==> config.mk <==
export PLATFORM = sky130hd
export DESIGN_NAME = fetch_unit
export DESIGN_NICKNAME = d
export VERILOG_FILES = /design/src/rtl/arm_pkg.sv /design/src/rtl/fetch_unit.sv
export SDC_FILE = /design/constraint.sdc
export NUM_CORES = 1
export LEC_CHECK = 0
export ABC_AREA = 1
export BUFFER_PORTS_ARGS = -buffer_cell sky130_fd_sc_hd__buf_2
export CAP_MARGIN = 20
export CORE_MARGIN = 2
export CORE_UTILIZATION = 50
export CTS_CLUSTER_SIZE = 8
export DETAILED_ROUTE_END_ITERATION = 10
export GPL_TIMING_DRIVEN = 0
export PLACE_DENSITY_LB_ADDON = 0.15
export SETUP_SLACK_MARGIN = 0.1
export SLEW_MARGIN = 20
export SYNTH_ARGS = -nofsm -noshare
export SYNTH_HDL_FRONTEND = slang
export SYNTH_SLANG_ARGS = --single-unit
==> constraint.sdc <==
create_clock -name clk -period 1.8 [get_ports clk]
set_input_delay 0.09 -clock clk [delete_from_list [all_inputs] [get_ports clk]]
set_output_delay 0.09 -clock clk [all_outputs]
set_load 0.03 [all_outputs]
==> src/rtl/arm_pkg.sv <==
// Shared ARM core definitions: immediate-source encodings, fetch FSM states
// and the instruction-class to immediate-source decode.
package arm_pkg;

  localparam logic [1:0] IMM_DP  = 2'b00;
  localparam logic [1:0] IMM_MEM = 2'b01;
  localparam logic [1:0] IMM_B   = 2'b10;
  localparam logic [1:0] IMM_RSV = 2'b11;

  typedef enum logic [1:0] {
    FETCH_IDLE,
    FETCH_REQ,
    FETCH_WAIT,
    FETCH_HOLD
  } fetch_state_t;

  // Map instruction bits [27:26] to the extender's immediate-source select.
  function automatic logic [1:0] imm_src_of(input logic [1:0] op);
    logic [1:0] sel;
    case (op)
      2'b00:   sel = IMM_DP;
      2'b01:   sel = IMM_MEM;
      2'b10:   sel = IMM_B;
      default: sel = IMM_RSV;
    endcase
    return sel;
  endfunction

endpackage

==> src/rtl/fetch_unit.sv <==
// Instruction fetch stage: holds the PC, issues one request at a time over a
// valid/ready + response handshake, and registers the fetched instruction,
// its address, PC+8 and the decoded immediate-source select.
module fetch_unit
  import arm_pkg::*;
#(
  parameter logic [31:0] RESET_PC = 32'h0000_0000
) (
  input  logic        clk,
  input  logic        reset_n,
  output logic        IMemReqValid,
  input  logic        IMemReqReady,
  output logic [31:0] IMemAddr,
  input  logic        IMemRspValid,
  input  logic [31:0] IMemRdata,
  input  logic        BranchTaken,
  input  logic [31:0] BranchTarget,
  input  logic        Stall,
  output logic        InstrValid,
  output logic [31:0] Instr,
  output logic [31:0] PCF,
  output logic [31:0] PCPlus8,
  output logic [1:0]  ImmSrc
);

  fetch_state_t state, state_next;
  logic [31:0]  pc, pc_next;
  logic         drop, drop_next;
  logic [31:0]  instr_next, pcf_next, plus8_next;
  logic [1:0]   imm_next;
  logic         valid_next;
  logic [31:0]  target;
  logic         unused_target_bits;

  assign target             = {BranchTarget[31:2], 2'b00};
  assign unused_target_bits = ^BranchTarget[1:0];
  assign IMemReqValid       = (state == FETCH_REQ);
  assign IMemAddr           = pc;

  // State, PC, drop flag and instruction register update.
  always_ff @(posedge clk or negedge reset_n) begin
    if (!reset_n) begin
      state      <= FETCH_IDLE;
      pc         <= RESET_PC;
      drop       <= 1'b0;
      InstrValid <= 1'b0;
      Instr      <= '0;
      PCF        <= RESET_PC;
      PCPlus8    <= RESET_PC + 32'd8;
      ImmSrc     <= IMM_DP;
    end else begin
      state      <= state_next;
      pc         <= pc_next;
      drop       <= drop_next;
      InstrValid <= valid_next;
      Instr      <= instr_next;
      PCF        <= pcf_next;
      PCPlus8    <= plus8_next;
      ImmSrc     <= imm_next;
    end
  end

  // Next-state logic: branch redirect overrides PC, handshake drives state.
  always_comb begin
    state_next = state;
    pc_next    = pc;
    drop_next  = drop;
    valid_next = InstrValid;
    instr_next = Instr;
    pcf_next   = PCF;
    plus8_next = PCPlus8;
    imm_next   = ImmSrc;

    case (state)
      FETCH_IDLE: state_next = FETCH_REQ;
      FETCH_REQ: begin
        if (IMemReqReady) begin
          state_next = FETCH_WAIT;
          drop_next  = BranchTaken;
        end
      end
      FETCH_WAIT: begin
        if (IMemRspValid) begin
          // A redirect arriving with the response consumes it here, so the
          // flag is cleared rather than carried into the next request.
          if (drop || BranchTaken) begin
            drop_next  = 1'b0;
            state_next = FETCH_REQ;
          end else begin
            instr_next = IMemRdata;
            pcf_next   = pc;
            plus8_next = pc + 32'd8;
            imm_next   = imm_src_of(IMemRdata[27:26]);
            valid_next = 1'b1;
            pc_next    = pc + 32'd4;
            state_next = FETCH_HOLD;
          end
        end else if (BranchTaken) begin
          drop_next = 1'b1;
        end
      end
      FETCH_HOLD: begin
        if (BranchTaken || !Stall) begin
          valid_next = 1'b0;
          state_next = FETCH_REQ;
        end
      end
      default: state_next = FETCH_IDLE;
    endcase

    if (BranchTaken) pc_next = target;
  end

endmodule

### Word level (Yosys, flattened, before mapping)

Index checks and enable logic that the tools add are counted.

* register bits after elaboration: 134
* output and inout port bits: 132

* add/sub/neg operators: 2
* eq/ne operators: 12
* mux-type cells: 19
* bitwise gates (word level): 1
* reduce and logical (&&, ||, !) cells: 14

Operator list (count)
* 2-to-1 mux 32 bit: 4
* adder 32 x 3 -> 32 bit, second input constant: 1
* adder 32 x 4 -> 32 bit, second input constant: 1
* AND reduction 3 bit: 3
* 2-to-1 mux 2 bit: 4
* inequality test 2 bit, second input constant: 4
* one-hot mux 2 bit (4 select lines): 1
* AND reduction 4 bit: 2
* nonzero test 2 bit: 4
* 2-to-1 mux 1 bit: 7
* equality test 2 bit, second input constant: 3
* inequality test 3 bit, second input constant: 2
* one-hot mux 2 bit (3 select lines): 1
* equality test 2 x 1 -> 1 bit, second input constant: 2
* logical NOT 2 bit: 2
* one-hot mux 1 bit (2 select lines): 2
* logical OR 1 bit: 2
* inequality test 2 x 1 -> 1 bit, second input constant: 1
* logical NOT 1 bit: 1
* inverter 1 bit: 1

### Longest topological paths before layout

Gate-level depths: netlist (run 1).

* word-level depth: 5
* mapped depth: 10
* gate-level depth less buffers: 10

### Worst setup path after synthesis (run 1)

Ideal clock, no wire load.

* path type: register to register
* start: register pc[4], in the netlist IMemAddr[4]
* end: register pc[15], in the netlist IMemAddr[15]
* arrival: 1.618 ns
* setup slack: 0.052 ns
* cell stages (with the launch flop): 8
* buffers on the path: 0
* cell sequence: dfrtp_1 -> ha_1 -> nand2_1 -> nor2_2 -> nand2_1 -> nor2_1 -> or2_2 -> nand4_1

* cells in the longest elaborated chain, start to end: 5

RTL lines
* start: declaration: line fetch_unit.sv:27 `logic [31:0] pc, pc_next;`
* start signal: assignment: line fetch_unit.sv:53 `pc <= pc_next;`
* adder 32 x 3 -> 32 bit: line fetch_unit.sv:95 `pc_next = pc + 32'd4;`
* 2-to-1 mux 32 bit: line fetch_unit.sv:86 `if (drop || BranchTaken) begin`
* 2-to-1 mux 32 bit: line fetch_unit.sv:83 `if (IMemRspValid) begin`
* 2-to-1 mux 32 bit: line fetch_unit.sv:74 `case (state)`
* 2-to-1 mux 32 bit: line fetch_unit.sv:111 `if (BranchTaken) pc_next = target;`

Every way passes these cells. The select of a mux whose other input is x is not followed.
A chain may end at the register's enable or synchronous reset.

### Worst setup path after layout (run 1)

* start: register pc[11], in the netlist IMemAddr[11]
* end: register pc[18], in the netlist IMemAddr[18]

The elaborated chain is that of the path after synthesis.

==> results of run 1 <==
layer usage:
metal	vias to the layer above	share of wire, %
met3	55	9.0
met4	0	3.0
li1	3184	-
met1	3161	41
met5	-	0
met2	366	47
kinds of logic (layout without fill, tap and decap cells):
group	after synthesis	count (layout)	synth area share (%)
AO/OA/AOI/OAI	82	82	7.63
AND/OR/NAND/NOR	486	487	33.1
multiplexers	1	1	0.158
other	1	6	0.0591
flip-flops	127	127	50.1
XOR/XNOR	10	10	1.38
buffers and inverters	90	394	6.37
adder cells (fa/ha/maj)	6	6	1.18
power by group through the flow:
stage	clock [uW]	combinational (uW)	sequential [uW]
detailed placement	0	4770	4440
CTS	3440	4960	4420
floorplan	0	1400	6260
global route	3590	5560	4560
global placement	0	4710	4430
finish	3470	5140	4450
tightest hold or removal path, stage by stage:
cell and delay [ns]:
buf_2 0.09, nand2_1 0.04, o21ai_0 0.06, inv_1 0.05, nand3_1 0.08
sequential cells by signal (all words and copies together) (netlist names):
register	count
InstrValid	1
PCF	30
ImmSrc	2
PCPlus8	29
state	2
IMemAddr	30
Instr	32
drop	1
placed cells by master, fill, tap and decap left out, types with 7 or more instances in the layout:
| master | n |
|---|---|
| nand2_1 | 307 |
| buf_2 | 203 |
| dfrtp_1 | 118 |
| dlygate4sd3_1 | 59 |
| nand3_1 | 54 |
| nor2_1 | 51 |
| inv_1 | 47 |
| o21ai_0 | 39 |
| buf_4 | 29 |
| clkbuf_16 | 19 |
| nor2_4 | 17 |
| o211ai_1 | 16 |
| nand4_1 | 16 |
| nand2_2 | 13 |
| a21oi_1 | 11 |
| dfrtp_2 | 8 |
| nor2_2 | 8 |
| xor2_1 | 7 |
path summary, 6_finish.rpt:
kind / start / end / slack, ns
setup / recovery: IMemAddr[11] / IMemAddr[18] / 0.13
hold / removal: BranchTarget[22] / IMemAddr[22] / 0.03
setup reg to reg: IMemAddr[11] / IMemAddr[18] / 0.13
hold reg to reg: PCF[16] / PCF[16] / 0.47
max in group asynchronous: reset_n / state[0] / 0.90
min in group asynchronous: reset_n / Instr[8] / 0.16
timing repair:
| action | in CTS | in global routing |
|---|---|---|
| resized for setup | 24 | 52 |
| hold endpoints to repair | 133 | 0 |
| pin swaps | 3 | 9 |
| hold buffers | 59 | 0 |
| endpoints found under the setup margin | 123 | 109 |
| gates cloned | 0 | 3 |
| setup buffers | 3 | 16 |
per-stage QoR:
step / util [%] / setup TNS (ns)
2_1_floorplan: - / 0
3_3_place_gp: 60.3 / -146.70
3_5_place_dp: 60.6 / -18.30
4_1_cts: 70.9 / 0
5_1_grt: 73.6 / 0
6_report: 73.6 / 0
layout make-up:
| cell class | instances | share of cell area, % |
|---|---|---|
| Clock buffer | 20 | 4.85 |
| Multi-Input combinational cell | 592 | 32.0 |
| Sequential cell | 127 | 34.6 |
| Buffer | 38 | 2.96 |
| Timing Repair Buffer | 274 | 19.6 |
| Tap cell | 172 | 2.34 |
| Inverter | 52 | 2.12 |
| Clock inverter | 10 | 1.52 |
==> impl_metrics.tcl, run 1 <==
set metrics [dict create \
    status "completed" \
    drt_iter0_markers 649 \
    regArea_um2 3190 \
    critPathKind "reg2reg" \
    stdcell_area_um2 9210 \
    critPathMaxFanout 7 \
    yosysMostFrequentCell "nand2_1" \
    num_vias 6766 \
    area_growth_syn_to_layout_pct 45.2 \
    p_leak_uw 0.00476 \
    ys_warn_count 0 \
    swShare_pct 41.7 \
    cap_violations 0 \
    combPwrFrac_pct 39.4 \
    die-width_um 117 \
    antenna_left 0 \
    dp_hpwl_um 14500 \
    antenna_found_initial 0 \
    cts_max_path_buffers 2 \
    wl_um 22100 \
    cp.arrival_ns 1.96 \
    setup_violations 0 \
    synthTopCellsByArea "dfrtp_1, nand2_1, nand3_1, nor2_1, o21ai_0" \
    grt_usage_pct 32.2 \
    synth.distinct_cells 41 \
    htreeDepth 4 \
    antenna_cells 0 \
    hold_viol_final 0 \
    multi_input_area_um2 2950 \
    crit_cells 6 \
    ios 202 \
    numPortBuffers 193 \
    clock.fmax_mhz 600 \
    cts_root_buf "clkbuf_16" \
    crit_path_end_kind "flip-flop" \
    whs_path_depth 5 \
    layout.nets 1178 \
    grt_pass1_vias 6306 \
    grt_use_met2_pct 51.5 \
    drcViolationCount 0 \
    fin_crit_sh_pct 92.5 \
    post_drt_via_cell_ratio 5.27 \
    seqPwrFrac_pct 34.1 \
    die_y_um 117 \
    numCtsBuffers 17 \
    routabilityCongestion 0.939 \
    p_clk_share_pct 26.6 \
    min_path_type "in2reg" \
    ys_ff_latch 127 \
    first_pass_iters 5 \
    critPathTopFamily "simple AND/OR/NAND/NOR gates" \
    critical-path-max-stage-delay_ns 0.34 \
    syn-cell-area_um2 6350 \
    die_area_um2 13600 \
    reg2reg_depth 6 \
    grt_most_used_layer "met2" \
    clock_skew_ns 0.0148 \
    post-place-cells 1174 \
    cp.required_ns 2.09 \
    final_cell_count_no_fill 1285 \
    yosysTopAreaCell "dfrtp_1" \
    finalPower_uw 13100 \
    placed_cell_area_um2 7580 \
    slew_viol_final 0 \
    synthCells 803 \
    fin_crit_ns 1.67 \
    rows 41 \
    overflow 0 \
    core_um2 12500 \
    irDropWorstVdd_uv 1020 \
    met1_usage_pct 42.9 \
    clkLatencyLatePin_ns 0.43 \
    grt_pass1_wl_um 32500 \
    p_switching_uw 5450 \
    synthArstFlopShare_pct 100 \
    dpl_worst_slack_ns -0.309 \
    path_cells "clkbuf_4 > nand4_1 > nor2_4 > nand2_1 > o21ai_0 > o211ai_1" \
    setup_ws_ns 0.135 \
    initial_core_util_pct 50.7 \
    synth_common_cells "nand2_1, dfrtp_1, nor2_1" \
    grt_max_degree 80 \
    yosysTopAreaCellShare_pct 49.7 \
    drive_above_1_share_pct 31.0 \
    use_met3_pct 6.59 \
    maxSlewHeadroom_pct 50.4 \
    tightest_slew_ns 0.745 \
    n_fill_cell 1003 \
    synth_seq_area_share_pct 50.1 \
    path_clk_slew_ns 0.06 \
    synth_ff_type "dfrtp_1" \
    wl_per_cell_um 17.2 \
    cp-start-kind "flip-flop" \
    path_buf_inv 1 \
    rsz0062_at_grt "yes" \
    finalHoldWorstSlack_ns 0.0300 \
    synth.avg_cell_area_um2 7.90 \
    power_density_nw_per_um2 1420 \
    cp_slowest_cell "dfrtp_1" \
    p_int_uw 7620 \
    cts_tree "built" \
    clock_sinks 127 \
    synth-edff-count 0 \
]
Note: power is estimated with default switching activity, not from simulation.
==> run 2, diff against run 1 <==
==> constraint.sdc (replaced) <==
create_clock -name clk -period 1.7 [get_ports clk]
set_input_delay 0.085 -clock clk [delete_from_list [all_inputs] [get_ports clk]]
set_output_delay 0.085 -clock clk [all_outputs]
set_load 0.03 [all_outputs]
==> run 2 against run 1 <==
Compared with the run above:
- first-iteration DRC count shrank 8.8%
- die area is the same
- sequential cell count unchanged
- sequential share of layout area down 0.93 points
- clock skew about the same
- critical path depth increased by 2
- cell area increased by 3.2%
- power increased by 7.9%
- clock power is 11% higher
- utilization up 2.3 points
- largest cell class unchanged
==> impl_metrics.tcl, run 2 (same netlist as run 1, synthesis figures left out) <==
set metrics [dict create \
    multi_input_area_um2 3070 \
    layout.nets 1188 \
    tightest_slew_ns 0.774 \
    reg2reg_slack_ns 0.06 \
    dp_hpwl_um 14300 \
    p_switching_uw 5820 \
    status "completed" \
    tns_ns 0 \
    routed.top_layer "met4" \
    die_y_um 117 \
    fin_crit_ns 1.64 \
    combPwrFrac_pct 39.3 \
    clock_sinks 127 \
    cp.required_ns 2.05 \
    die-width_um 117 \
    initial_core_util_pct 50.7 \
    die_area_um2 13600 \
    grt_max_degree 92 \
    final_common_cell "nand2_1" \
    num_vias 6896 \
    antenna_left 0 \
    antenna_cells 0 \
    setup_violations 0 \
    grt_usage_pct 31.8 \
    clock.fmax_mhz 609 \
    ios 202 \
    swShare_pct 41.3 \
    overflow 0 \
    path_cells "inv_2 > ha_4 > nand3_4 > nor2_4 > buf_12 > nand2_1 > or2_2 > nand4_1" \
    top_register "Instr" \
    fin_crit_sh_pct 96.6 \
    drt_iter0_markers 592 \
    cts_root_buf "clkbuf_16" \
    stdcell_area_um2 9510 \
    wl_met1_um 8680 \
    rows 41 \
    area_growth_syn_to_layout_pct 49.8 \
    largest_register_ff_count 32 \
    cts_max_path_buffers 2 \
    clkLatencyLatePin_ns 0.43 \
    cp-start-kind "flip-flop" \
    crit_path_end_kind "flip-flop" \
    critPathKind "reg2reg" \
    antenna_found_initial 0 \
    numCtsBuffers 17 \
    wl_um 21800 \
    p_leak_uw 0.00489 \
    hold_viol_final 0 \
    final_cell_mix "nand2_1, buf_2, dfrtp_1, dlygate4sd3_1, nand3_1" \
    clock_skew_ns 0.0151 \
    critical-path-max-stage-delay_ns 0.39 \
    critPathMaxFanout 6 \
    seqPwrFrac_pct 33.4 \
    grt_pass1_wl_um 32500 \
    htreeDepth 4 \
    wl_met2_um 10200 \
    cts_tree "built" \
    post_drt_via_cell_ratio 5.32 \
    p_clk_share_pct 27.4 \
    first_pass_iters 7 \
    drive_above_1_share_pct 33.6 \
    routabilityCongestion 0.972 \
    core_um2 12500 \
    min_path_type "in2reg" \
    cp_slowest_cell "dfrtp_1" \
    n_fill_cell 947 \
    maxSlewHeadroom_pct 48.4 \
    wl_met3_um 2000 \
    slew_viol_final 0 \
    power_density_nw_per_um2 1480 \
    critPathTopFamily "simple AND/OR/NAND/NOR gates" \
    rsz0062_at_grt "yes" \
    path_clk_slew_ns 0.06 \
    placed_cell_area_um2 7590 \
    regArea_um2 3200 \
    irDropWorstVdd_uv 1150 \
    p_int_uw 8280 \
    wl_per_cell_um 16.8 \
    grt_pass1_vias 6347 \
    drcViolationCount 0 \
    path_buf_inv 2 \
    numPortBuffers 193 \
    cp.arrival_ns 1.99 \
    cap_violations 0 \
]
run 2: tightest hold or removal path: stages:
cell     delay [ns]
buf_2          0.10
nor2_1         0.05
nor2_1         0.09
nand2_1        0.06
nand2_1        0.07
run 2: final timing paths:
check	from	to	cells past startpoint
max	state[0]	IMemAddr[15]	8
min	BranchTarget[25]	IMemAddr[25]	5
max reg2reg	state[0]	IMemAddr[15]	8
min reg2reg	Instr[15]	Instr[15]	2
max in group asynchronous	reset_n	IMemAddr[22]	3
min in group asynchronous	reset_n	Instr[6]	2
run 2: per-layer routing:
layer | up-vias | track usage (%)
met3 | 66 | 8.30
met5 | - | 0
li1 | 3204 | -
met2 | 388 | 51.7
met1 | 3238 | 41.5
met4 | 0 | 11.4
run 2: metrics by stage:
stage | total power (uW) | instances | utilization (%) | setup WS [ns] | hold WS (ns)
final | 14100 | 1297 | 75.9 | 0.0572 | 0.0627
after global routing | 14800 | 1297 | 75.9 | -0.0452 | 0.0825
after CTS | 13900 | 1278 | 72.2 | 0.0667 | 0.0186
after detailed placement | 9770 | 1174 | 60.7 | -0.416 | -0.0279
after global placement | 9680 | 1173 | 60.4 | -1.40 | 0.280
after floorplan | 8110 | 808 | - | 0.103 | -0.211
run 2: what timing repair did:
action / 4_1_cts / 5_1_grt
setup endpoints to repair: 123 / 99
hold buffers: 61 / 0
gates resized for setup: 38 / 82
pin swaps: 4 / 17
gates cloned: 1 / 2
endpoints found under the hold margin: 188 / 0
setup buffers: 10 / 17
run 2: layout make-up:
type / instances / share of cell area [%]
flip-flops and latches: 127 / 33.7
multi-input cells: 591 / 32.3
repair buffers: 285 / 20.0
clock buffers: 18 / 4.62
plain buffers: 38 / 3.05
well taps: 172 / 2.26
inverters: 52 / 2.05
clock inverters: 14 / 2.01
run 2: power groups by stage:
stage          combinational, uW  clock (uW)  sequential [uW]
5_1_grt                     5940        4040             4810
4_1_cts                     5340        3880             4670
2_1_floorplan               1480           0             6630
3_5_place_dp                5070           0             4700
3_3_place_gp                5000           0             4680
6_report                    5530        3860             4700
==> run 3, diff against run 2 <==
--- a/config.mk
+++ b/config.mk
@@ -9,7 +9,7 @@
 export BUFFER_PORTS_ARGS = -buffer_cell sky130_fd_sc_hd__buf_2
 export CAP_MARGIN = 20
 export CORE_MARGIN = 2
-export CORE_UTILIZATION = 50
+export CORE_UTILIZATION = 51
 export CTS_CLUSTER_SIZE = 8
 export DETAILED_ROUTE_END_ITERATION = 10
 export GPL_TIMING_DRIVEN = 0
==> run 3 against run 2 <==
Compared with the run above:
- sequential cell count stayed put
- sequential share of layout area is 0.48 points higher
- via count is 2.6% lower
==> impl_metrics.tcl, run 3 (same netlist as run 1, synthesis figures left out) <==
set metrics [dict create \
    slew_viol_final 0 \
    crit_path_end_kind "flip-flop" \
    combPwrFrac_pct 40.6 \
    swShare_pct 42.3 \
    num_vias 6718 \
    rr_startpoint "IMemAddr[16]" \
    ios 202 \
    n_fill_cell 884 \
    regArea_um2 3200 \
    cp-start-kind "flip-flop" \
    clkLatencyLatePin_ns 0.43 \
    layout.nets 1189 \
    setup_violations 0 \
    min_path_type "in2reg" \
    dp_hpwl_um 14500 \
    routabilityCongestion 0.939 \
    numCtsBuffers 17 \
    rsz0062_at_grt "yes" \
    antenna_found_initial 0 \
    critPathMaxFanout 5 \
    p_int_uw 7810 \
    drt_iter0_markers 556 \
    final_common_cell "nand2_1" \
    hold_end "IMemAddr[25]" \
    cap_violations 0 \
    finalPower_uw 13500 \
    whs_path_depth 5 \
    drcViolationCount 0 \
    p_leak_uw 0.00484 \
    cts_tree "built" \
    area_growth_syn_to_layout_pct 47.7 \
    die-width_um 116 \
    overflow 0 \
    status "completed" \
    numPortBuffers 193 \
    reg2reg_slack_ns 0.04 \
    hold_start "BranchTarget[25]" \
    cts_root_buf "clkbuf_16" \
    largest_register_ff_count 32 \
    fin_crit_ns 1.66 \
    antenna_left 0 \
    finish.utilization_pct 77.7 \
    htreeDepth 4 \
    rows 40 \
    tightest_slew_ns 0.737 \
    path_clk_slew_ns 0.06 \
    cp.required_ns 1.99 \
    final_cell_mix "nand2_1, buf_2, dfrtp_1, dlygate4sd3_1, nand3_1" \
    maxSlewHeadroom_pct 50.9 \
    grt_max_degree 86 \
    power_density_nw_per_um2 1450 \
    grt_pass1_vias 6406 \
    grt_usage_pct 32.9 \
    finalHoldWorstSlack_ns 0.0129 \
    irDropWorstVdd_uv 1010 \
    drive_above_1_share_pct 33.9 \
    reg2reg_depth 7 \
    post_drt_via_cell_ratio 5.20 \
    cts_max_path_buffers 2 \
    wl_per_cell_um 16.7 \
    multi_input_area_um2 3030 \
    hold_viol_final 0 \
    core_um2 12100 \
    clock.fmax_mhz 603 \
    first_pass_iters 6 \
    clock_sinks 127 \
    die_area_um2 13400 \
    antenna_cells 0 \
    cp.arrival_ns 1.95 \
    top_register "Instr" \
    grt_pass1_wl_um 32900 \
    die_y_um 116 \
    clock_skew_ns 0.0107 \
    seqPwrFrac_pct 34.9 \
    fin_crit_sh_pct 97.5 \
    r2r-end "IMemAddr[17]" \
    critPathKind "reg2reg" \
    p_clk_share_pct 24.5 \
    initial_core_util_pct 52.6 \
    p_switching_uw 5740 \
    wl_um 21600 \
]
## run 3: cell types whose count changed in the layout (fill, tap and decap cells not counted), moves of 3 or more
| cell | previous run | this run |
|---|---|---|
| clkbuf_8 | 1 | 5 |
| nand2_4 | 5 | 2 |
| bufinv_16 | 4 | 0 |
| nand2_2 | 10 | 14 |
| buf_6 | 8 | 13 |
| nor2_2 | 6 | 12 |
| nor2_1 | 50 | 45 |
| clkinvlp_4 | 4 | 1 |
| buf_4 | 37 | 41 |
| clkinv_4 | 3 | 0 |
| o21ai_1 | 3 | 6 |
| buf_2 | 199 | 195 |
## run 3: worst max path at each step
stage / to / start / cells after the start
floorplan: IMemAddr[15] / IMemAddr[4] / 7
global placement: IMemAddr[4] / reset_n / 1
detailed placement: IMemAddr[29] / state[0] / 9
CTS: IMemAddr[29] / state[0] / 9
global route: PCPlus8[27] / IMemAddr[16] / 8
finish: IMemAddr[17] / IMemAddr[16] / 7
## run 3: final cells by class
class,count,share of cell area (%)
timing repair buffer,286,20.0
buffer,38,3.47
multi-input combinational,591,32.3
clock inverter,6,0.347
sequential,127,34.2
tap,168,2.24
inverter,52,2.08
clock buffer,25,5.39
## run 3: routing by layer
metal	share of wire (%)	wire length, um	GRT usage, %	vias to the layer above
met5	0	0	0	-
met4	3.2	687	14.9	0
met3	8.8	1900	9.05	49
met2	47	10200	53.1	318
met1	41	8810	41.4	3145
li1	-	-	-	3206
## run 3: power by group through the flow
stage | combinational (uW) | clock (uW) | sequential (uW)
CTS | 5340 | 3330 | 4670
finish | 5500 | 3330 | 4730
global route | 5910 | 3450 | 4830
floorplan | 1480 | 0 | 6630
detailed placement | 5080 | 0 | 4700
global placement | 5010 | 0 | 4680
## run 3: what timing repair did
item                                    4_1_cts  5_1_grt
resized for setup                            41       94
gates cloned                                  1        0
setup buffers                                 9       22
endpoints found under the setup margin      123      107
endpoints found under the hold margin       187        0
pin swaps                                     7       21
hold buffers                                 60        0
## run 3: critical path, cell delays in order (launching register included)
cell	delay [ns]
dfrtp_1	0.49
nand2_1	0.15
nor2_1	0.13
nand2_1	0.12
nor2_1	0.15
o21ai_0	0.17
o21ai_0	0.20
nand3_1	0.10
## run 3: stage by stage
stage               instances  setup TNS (ns)  area, um^2  setup slack, ns
floorplan                 808               0        6370            0.103
global placement         1169         -170.64        7550            -1.38
detailed placement       1170          -27.23        7590           -0.422
CTS                      1271               0        8930           0.0687
global route             1293          -0.102        9370          -0.0495
finish                   1293               0        9370           0.0420
